File: config.mk
export PLATFORM = sky130hd
export DESIGN_NAME = inc_sequencer
export DESIGN_NICKNAME = d
export VERILOG_FILES = /design/src/rtl/inc_seq_pkg.sv /design/src/rtl/inc_seq_dly_cnt.sv /design/src/rtl/inc_sequencer.sv
export SDC_FILE = /design/constraint.sdc
export NUM_CORES = 1
export LEC_CHECK = 0
export BUFFER_PORTS_ARGS = -buffer_cell sky130_fd_sc_hd__buf_2
export CORE_MARGIN = 4
export CORE_UTILIZATION = 52
export CTS_BUF_LIST = sky130_fd_sc_hd__clkbuf_8
export DETAILED_ROUTE_END_ITERATION = 10
export PLACE_DENSITY = 0.92
export SYNTH_ARGS = -nofsm -noshare
export SYNTH_HDL_FRONTEND = slang
export SYNTH_SLANG_ARGS = --single-unit
File: constraint.sdc
create_clock -name clk -period 2 [get_ports clk]
set_clock_uncertainty 0.1 [all_clocks]
set_input_delay 0.1 -clock clk [delete_from_list [all_inputs] [get_ports clk]]
set_output_delay 0.1 -clock clk [all_outputs]
set_load 0.01 [all_outputs]
File: src/rtl/inc_seq_pkg.sv
// Shared constants for the instruction-cycle sequencer: register select codes,
// opcodes and the state enumeration.
package inc_seq_pkg;

    localparam logic [2:0] CODE_AC   = 3'b000;
    localparam logic [2:0] CODE_AR   = 3'b001;
    localparam logic [2:0] CODE_DR   = 3'b010;
    localparam logic [2:0] CODE_IR   = 3'b011;
    localparam logic [2:0] CODE_PC   = 3'b100;
    localparam logic [2:0] CODE_R    = 3'b101;
    localparam logic [2:0] CODE_TR   = 3'b110;
    localparam logic [2:0] CODE_NONE = 3'b111;
    // On the bus select the all-ones code routes memory read data.
    localparam logic [2:0] CODE_MEM  = 3'b111;

    localparam logic [3:0] OP_NOP   = 4'h0;
    localparam logic [3:0] OP_INCAC = 4'h1;
    localparam logic [3:0] OP_SKZ   = 4'h2;
    localparam logic [3:0] OP_ISZ   = 4'h5;
    localparam logic [3:0] OP_DELAY = 4'h6;
    localparam logic [3:0] OP_HALT  = 4'hF;

    typedef enum logic [3:0] {
        IDLE    = 4'd0,
        FETCH_A = 4'd1,
        FETCH_M = 4'd2,
        FETCH_I = 4'd3,
        DECODE  = 4'd4,
        EX_INC  = 4'd5,
        EX_SKZ  = 4'd6,
        ISZ_A   = 4'd7,
        ISZ_R   = 4'd8,
        ISZ_I   = 4'd9,
        ISZ_W   = 4'd10,
        EX_DLY  = 4'd11,
        TRAP    = 4'd12
    } state_t;

endpackage

File: src/rtl/inc_seq_dly_cnt.sv
// 4-bit loadable down-counter for the DELAY instruction; last flags count==1.
module inc_seq_dly_cnt (
    input  logic       clk,
    input  logic       rst_n,
    input  logic       load,
    input  logic [3:0] load_val,
    input  logic       dec,
    output logic       last
);

    logic [3:0] count;

    always_ff @(posedge clk or negedge rst_n) begin
        if (!rst_n) begin
            count <= 4'd0;
        end else if (load) begin
            count <= load_val;
        end else if (dec && count != 4'd0) begin
            count <= count - 4'd1;
        end
    end

    assign last = (count == 4'd1);

endmodule

File: src/rtl/inc_sequencer.sv
// Fetch/decode/execute control sequencer driving increment, load and bus selects.
// Optional build macro INC_SEQ_ILLEGAL_TRAP_EN: undefined opcodes lock into TRAP.
module inc_sequencer
    import inc_seq_pkg::*;
(
    input  logic       clk,
    input  logic       rst_n,
    input  logic       start,
    input  logic       halt_req,
    input  logic [3:0] opcode,
    input  logic [3:0] operand,
    input  logic       z_flag,
    input  logic       dr_zero,
    input  logic       mem_ack,
    output logic       mem_req,
    output logic       mem_we,
    output logic [2:0] inc_sel,
    output logic [2:0] ld_sel,
    output logic [2:0] bus_sel,
    output logic       busy,
    output logic       illegal
);

    state_t state, state_nxt, boundary;
    logic   dly_load, dly_dec, dly_last;

    inc_seq_dly_cnt u_dly_cnt (
        .clk      (clk),
        .rst_n    (rst_n),
        .load     (dly_load),
        .load_val (operand),
        .dec      (dly_dec),
        .last     (dly_last)
    );

    always_ff @(posedge clk or negedge rst_n) begin
        if (!rst_n) begin
            state <= IDLE;
        end else begin
            state <= state_nxt;
        end
    end

    assign busy = (state != IDLE);

    always_comb begin
        state_nxt = state;
        boundary  = halt_req ? IDLE : FETCH_A;
        mem_req   = 1'b0;
        mem_we    = 1'b0;
        inc_sel   = CODE_NONE;
        ld_sel    = CODE_NONE;
        bus_sel   = CODE_NONE;
        illegal   = 1'b0;
        dly_load  = 1'b0;
        dly_dec   = 1'b0;
        case (state)
            IDLE: begin
                if (start) state_nxt = FETCH_A;
            end
            FETCH_A: begin
                bus_sel   = CODE_PC;
                ld_sel    = CODE_AR;
                state_nxt = FETCH_M;
            end
            FETCH_M: begin
                mem_req = 1'b1;
                if (mem_ack) begin
                    bus_sel   = CODE_MEM;
                    ld_sel    = CODE_DR;
                    inc_sel   = CODE_PC;
                    state_nxt = FETCH_I;
                end
            end
            FETCH_I: begin
                bus_sel   = CODE_DR;
                ld_sel    = CODE_IR;
                state_nxt = DECODE;
            end
            DECODE: begin
                case (opcode)
                    OP_NOP:   state_nxt = boundary;
                    OP_INCAC: state_nxt = EX_INC;
                    OP_SKZ:   state_nxt = EX_SKZ;
                    OP_ISZ:   state_nxt = ISZ_A;
                    OP_DELAY: begin
                        if (operand == 4'd0) begin
                            state_nxt = boundary;
                        end else begin
                            dly_load  = 1'b1;
                            state_nxt = EX_DLY;
                        end
                    end
                    OP_HALT:  state_nxt = IDLE;
                    default: begin
                        illegal = 1'b1;
`ifdef INC_SEQ_ILLEGAL_TRAP_EN
                        state_nxt = TRAP;
`else
                        state_nxt = boundary;
`endif
                    end
                endcase
            end
            EX_INC: begin
                inc_sel   = CODE_AC;
                state_nxt = boundary;
            end
            EX_SKZ: begin
                inc_sel   = z_flag ? CODE_PC : CODE_NONE;
                state_nxt = boundary;
            end
            ISZ_A: begin
                bus_sel   = CODE_IR;
                ld_sel    = CODE_AR;
                state_nxt = ISZ_R;
            end
            ISZ_R: begin
                mem_req = 1'b1;
                if (mem_ack) begin
                    bus_sel   = CODE_MEM;
                    ld_sel    = CODE_DR;
                    state_nxt = ISZ_I;
                end
            end
            ISZ_I: begin
                inc_sel   = CODE_DR;
                state_nxt = ISZ_W;
            end
            ISZ_W: begin
                mem_req = 1'b1;
                mem_we  = 1'b1;
                bus_sel = CODE_DR;
                if (mem_ack) begin
                    inc_sel   = dr_zero ? CODE_PC : CODE_NONE;
                    state_nxt = boundary;
                end
            end
            EX_DLY: begin
                inc_sel = CODE_TR;
                dly_dec = 1'b1;
                if (dly_last) state_nxt = boundary;
            end
            TRAP: begin
                // Only reachable with the trap build; reset is the sole exit.
                illegal   = 1'b1;
                state_nxt = TRAP;
            end
            default: state_nxt = IDLE;
        endcase
    end

endmodule

## Word level (Yosys, flattened, before mapping)

Cells that the tools add are included.

- Register bits: 8
- Bits of input ports: 15
- Output and inout bits: 13
- Word-level logic and storage cells: 67

- Add/sub/neg operators: 1
- Equality and inequality tests: 23
- Multiplexer cells: 27
- Reduce and logical (&&, ||, !) cells: 14

Operators with widths:

| kind | count |
|---|---|
| 4-bit case mux with 12 select lines | 1 |
| 4-bit 2-to-1 mux | 8 |
| 4-bit by 3-bit == test with 1-bit output (second input constant) | 6 |
| 4-bit == test (second input constant) | 6 |
| 4-bit case mux with 5 select lines | 1 |
| 3-bit case mux with 3 select lines | 2 |
| 3-bit case mux with 6 select lines | 1 |
| 4-bit by 1-bit == test with 1-bit output (second input constant) | 3 |
| 4-bit by 2-bit == test with 1-bit output (second input constant) | 3 |
| 4-bit zero test | 3 |
| 2-bit != test (second input constant) | 5 |
| 1-bit 2-to-1 mux | 8 |
| 2-bit 2-to-1 mux | 4 |
| 4-bit nonzero test | 2 |
| 2-bit OR reduction | 4 |
| 6-bit OR reduction | 1 |
| 5-bit AND reduction | 1 |
| 4-bit by 1-bit subtractor with 4-bit output (second input constant) | 1 |
| 3-bit 2-to-1 mux | 1 |
| 3-bit OR reduction | 1 |
| 1-bit case mux with 2 select lines | 1 |
| 2-bit nonzero test | 1 |
| 1-bit logical AND | 1 |

## Longest topological paths before layout

- Word-level depth: 5
- Mapped depth: 7

## Hierarchy

Synthesis repeated with hierarchy kept, for this count alone.

- Cells, all modules: 123
- Area, all modules: 952.2 um^2

Modules (own cells, without submodules):

| module | instances | cells each | area an instance (um^2) | seq. area each (um^2) |
|---|---|---|---|---|
| inc_sequencer | 1 | 94 | 669.4 | 100.1 |
| inc_seq_dly_cnt | 1 | 29 | 282.8 | 100.1 |

## Least setup slack after synthesis

No wires, ideal clock.

- Path type: register to register
- From: register state[1]
- To: register state[1]
- Arrival time: 1524 ps
- Required time: 1805 ps
- Setup slack: 280 ps
- Cell stages (with the launch flop): 8
- Period minus slack after synthesis: 1720 ps
- Cell sequence: dfrtp_1 clkbuf_1 nand2b_1 nor3_1 and4_1 buf_2 a211oi_1 o31ai_1

- Word-level cells in the longest chain between the ends: 3
- Elaborated cells on any way between the ends: 21

RTL lines:

| item | line | source |
|---|---|---|
| start, declared | inc_sequencer.sv:24 | `state_t state, state_nxt, boundary;` |
| start signal, assigned | inc_sequencer.sv:40 | `state <= state_nxt;` |
| 4-bit by 3-bit == test with 1-bit output, or another cell as far along | inc_sequencer.sv:57 | `case (state)` |
| 2-bit OR reduction (no line) or 2-bit != test (tied branches) | - |  |
| 4-bit case mux with 12 select lines or 5-bit AND reduction (tied branches) | - |  |

Several ways; a longest one is shown, not always the timed one.
A chain may end at the register's enable or synchronous reset.

## Worst setup path after layout

- From: register state[2]
- To: output inc_sel[1]

- Word-level cells in the longest chain between the ends: 2
- Elaborated cells on any way between the ends: 7

RTL lines:

| item | line | source |
|---|---|---|
| 4-bit == test, or another cell as far along | inc_sequencer.sv:57 |  |
| 3-bit case mux with 6 select lines * | inc_sequencer.sv:57 |  |
| end, declared | inc_sequencer.sv:17 | `output logic [2:0] inc_sel,` |

Every way passes the cells marked *; elsewhere a longest branch is shown, timed or not.

==> impl_metrics.xml <==
<?xml version="1.0" encoding="UTF-8"?>
<metrics>
  <group name="outcome">
    <metric name="result_of_the_run" unit="">finished, final reports clean</metric>
  </group>
  <group name="yosys">
    <metric name="synthArstFlopShare" unit="">1.00</metric>
    <metric name="postSynthAreaPerCell" unit="um^2">6.89</metric>
    <metric name="cell_taking_the_most_area_after_synthesis" unit="">sky130_fd_sc_hd__dfrtp_1</metric>
    <metric name="syn_nets" unit="">142</metric>
    <metric name="ys_seq_area_frac" unit="">0.233</metric>
    <metric name="synthTopCellsByArea" unit="">sky130_fd_sc_hd__dfrtp_1 23%, sky130_fd_sc_hd__nand2_1 7.8%, sky130_fd_sc_hd__o21ai_0 5.8%, sky130_fd_sc_hd__nor2_1 5.7%, sky130_fd_sc_hd__nand3_1 4.7%</metric>
    <metric name="number_of_flops_mapped_to_enable_cells_by_yosys" unit="">0</metric>
    <metric name="yosys_register_bits" unit="">8</metric>
    <metric name="synth_flop_cell" unit="">sky130_fd_sc_hd__dfrtp_1</metric>
    <metric name="yosys.cell_count.top_type" unit="">sky130_fd_sc_hd__nand2_1</metric>
    <metric name="ys_warn_count" unit="">0</metric>
    <metric name="syn_area" unit="um^2">861</metric>
    <metric name="ys_top_cells_by_count" unit="">18 x sky130_fd_sc_hd__nand2_1, 13 x sky130_fd_sc_hd__nor2_1, 10 x sky130_fd_sc_hd__o21ai_0</metric>
    <metric name="synthCells" unit="">125</metric>
    <metric name="synth_top_area_share" unit="">0.233</metric>
    <metric name="post_synth_num_cell_types" unit="">37</metric>
  </group>
  <group name="die">
    <metric name="design.die.area" unit="um^2">2370</metric>
    <metric name="floorplan.core_area" unit="um^2">1540</metric>
    <metric name="rows" unit="">14</metric>
    <metric name="die_x" unit="um">48.7</metric>
    <metric name="start_util" unit="">0.558</metric>
    <metric name="io_pins" unit="">28</metric>
    <metric name="die_h" unit="um">48.7</metric>
  </group>
  <group name="worst_setup_path">
    <metric name="cp-end-kind" unit="">primary output</metric>
    <metric name="critPathMaxFanout" unit="">12</metric>
    <metric name="worst-endpoint-required" unit="ns">1.80</metric>
    <metric name="cp_num_buf_inv" unit="">2</metric>
    <metric name="path_class" unit="">reg -&gt; out</metric>
    <metric name="crit_arrival" unit="ns">1.61</metric>
    <metric name="crit_path_cell_trace" unit="">buf_4 -&gt; nand2b_1 -&gt; o21ai_0 -&gt; a22oi_1 -&gt; a31o_1 -&gt; buf_2</metric>
    <metric name="start_kind" unit="">flop</metric>
    <metric name="crit_family" unit="">flip-flops</metric>
    <metric name="worst_reg_to_reg_setup_slack" unit="ns">0.24</metric>
    <metric name="worst_path_largest_cell_delay" unit="ns">0.43</metric>
    <metric name="cp_slowest_cell" unit="">sky130_fd_sc_hd__dfrtp_1</metric>
  </group>
  <group name="sta">
    <metric name="fmax" unit="GHz">0.553</metric>
    <metric name="rsz0062_at_grt" unit="">no</metric>
    <metric name="hold_violations" unit="">0</metric>
    <metric name="fin_crit_sh" unit="">0.904</metric>
    <metric name="worst_slew_pin_slew" unit="ns">0.420</metric>
    <metric name="setup_tns" unit="ns">0</metric>
    <metric name="max_slew_margin" unit="">0.718</metric>
    <metric name="timing.final.setup_violations" unit="">0</metric>
    <metric name="maxSlewViolCount" unit="">0</metric>
    <metric name="finalCriticalPeriod" unit="ns">1.81</metric>
  </group>
  <group name="clock_network">
    <metric name="cts_tree" unit="">built</metric>
    <metric name="worst_skew_pair.late_latency" unit="ns">0.23</metric>
    <metric name="cts.root.buffer_cell" unit="">sky130_fd_sc_hd__clkbuf_8</metric>
    <metric name="cts.path.max_buffers" unit="">2</metric>
    <metric name="htree_num_levels" unit="">1</metric>
    <metric name="numCtsBuffers" unit="">3</metric>
    <metric name="cts.clk_slew.worst_paths" unit="ns">0.04</metric>
    <metric name="clock_sinks" unit="">8</metric>
    <metric name="cts.repair.resized" unit="">0</metric>
  </group>
  <group name="cells_and_area">
    <metric name="ff_latch_area" unit="um^2">200</metric>
    <metric name="multi_input_comb_area" unit="um^2">596</metric>
    <metric name="layout-drive-gt1-share" unit="">0.245</metric>
    <metric name="antenna_cells_inserted" unit="">0</metric>
    <metric name="layout.nets" unit="">170</metric>
    <metric name="finish.cell_count_without_fillers" unit="">167</metric>
    <metric name="fill_cells" unit="">120</metric>
    <metric name="areaGrowthSynthToFinish" unit="%">23.0</metric>
  </group>
  <group name="global_route">
    <metric name="grt_antenna_before_repair" unit="">0</metric>
    <metric name="first_global_vias" unit="">857</metric>
    <metric name="grt_start_max_net_pins" unit="">19</metric>
    <metric name="grt_first_pass_wirelength" unit="um">3550</metric>
    <metric name="grt_util_all_layers" unit="">0.180</metric>
    <metric name="overflow" unit="">0</metric>
  </group>
  <group name="routing">
    <metric name="wl_per_cell" unit="um">13.4</metric>
    <metric name="viasPerCell" unit="">6.10</metric>
    <metric name="drt-initial-drc-count" unit="">39</metric>
    <metric name="wirelength" unit="um">2240</metric>
    <metric name="post-route-drc-count" unit="">0</metric>
    <metric name="via_count" unit="">1018</metric>
    <metric name="firstDrtPassIters" unit="">5</metric>
    <metric name="route.antenna.remaining_nets" unit="">0</metric>
  </group>
  <group name="placement">
    <metric name="place_congestion" unit="">0.857</metric>
    <metric name="port-buffer-count" unit="">27</metric>
    <metric name="placedCellCount" unit="">163</metric>
    <metric name="post-dp-hpwl" unit="um">1700</metric>
  </group>
  <group name="power">
    <metric name="power.static_leakage" unit="nW">0.469</metric>
    <metric name="irDropWorstVdd" unit="mV">0.770</metric>
    <metric name="power_density" unit="nW/um^2">1430</metric>
  </group>
  <group name="flow_run">
    <metric name="max_cap_violations" unit="">0</metric>
  </group>
  <group name="min_path">
    <metric name="hold_class" unit="">in -&gt; reg</metric>
  </group>
</metrics>
[what timing repair did]
item / CTS / global route
hold buffers: 1 / 0
hold endpoints to repair: 8 / 0
setup buffers: 0 / 0
[placed cells by master (no fill, tap or decap), drive strengths merged, types with 3 or more instances in the layout]
master | synthesis | final
buf | 3 | 32
nand2 | 18 | 18
nor2 | 13 | 13
o21ai | 12 | 12
nand3 | 8 | 8
dfrtp | 8 | 8
a21oi | 6 | 6
inv | 5 | 5
nor2b | 4 | 4
nor3 | 4 | 4
o31ai | 4 | 4
o211ai | 3 | 3
clkbuf | 7 | 3
a211oi | 3 | 3
[metrics by stage]
stage / setup slack, ns / util / hold slack [ns] / area, um^2 / power, mW
after global routing: 0.0720 / 0.687 / 0.0334 / 1060 / 1.65
final: 0.191 / 0.687 / 0.0155 / 1060 / 1.51
after floorplan: 0.280 / - / -0.296 / 861 / 0.992
after global placement: 0.325 / 0.653 / -0.150 / 1010 / 1.28
after CTS: 0.175 / 0.687 / 0.0198 / 1060 / 1.51
after detailed placement: 0.288 / 0.653 / -0.151 / 1010 / 1.30
[cell families after synthesis]
group | count (synthesis) | share of synthesized area
AND/OR/NAND/NOR | 58 | 0.330
AO/OA/AOI/OAI | 40 | 0.313
buffers and inverters | 15 | 0.0756
flip-flops | 8 | 0.233
XOR/XNOR | 2 | 0.0204
adder cells (fa/ha/maj) | 2 | 0.0291
[final timing paths]
kind	start	endpoint	cells after the start
worst max-delay path	state[2]$_DFFE_PN0P_	inc_sel[1]	6
worst min-delay path	operand[0]	u_dly_cnt.count[0]$_DFFE_PN0P_	3
worst max register to register	state[1]$_DFFE_PN0P_	state[1]$_DFFE_PN0P_	5
worst min register to register	u_dly_cnt.count[3]$_DFFE_PN0P_	u_dly_cnt.count[3]$_DFFE_PN0P_	1
max in group asynchronous	rst_n	state[1]$_DFFE_PN0P_	2
min in group asynchronous	rst_n	u_dly_cnt.count[2]$_DFFE_PN0P_	2
[area by class of cell]
| class | instances | share of cell area |
|---|---|---|
| Tap cell | 16 | 0.0189 |
| Timing Repair Buffer | 33 | 0.173 |
| Multi-Input combinational cell | 102 | 0.563 |
| Clock buffer | 3 | 0.0390 |
| Sequential cell | 8 | 0.189 |
| Inverter | 5 | 0.0177 |
[sequential cells by signal, summed over array words and instances, names as in the netlist]
signal	cells
state	4
u_dly_cnt.count	4
[power breakdown]
part | switching, mW | internal [mW]
Sequential | 0.0864 | 0.236
Combinational | 0.579 | 0.416
Clock | 0.0652 | 0.131
Total | 0.730 | 0.783
[routing by layer]
layer  up-vias  GRT usage  wire [um]
li1        503          -          -
met1       460      0.246        997
met2        53      0.280       1070
met3         2     0.0307        155
met4         0     0.0717         14
met5         -          0          0
[worst min-delay path: stages]
cell and delay (ns):
sky130_fd_sc_hd__buf_2 0.09, sky130_fd_sc_hd__nand2_1 0.05, sky130_fd_sc_hd__o211ai_1 0.07
(Power assumes the default switching activity.)
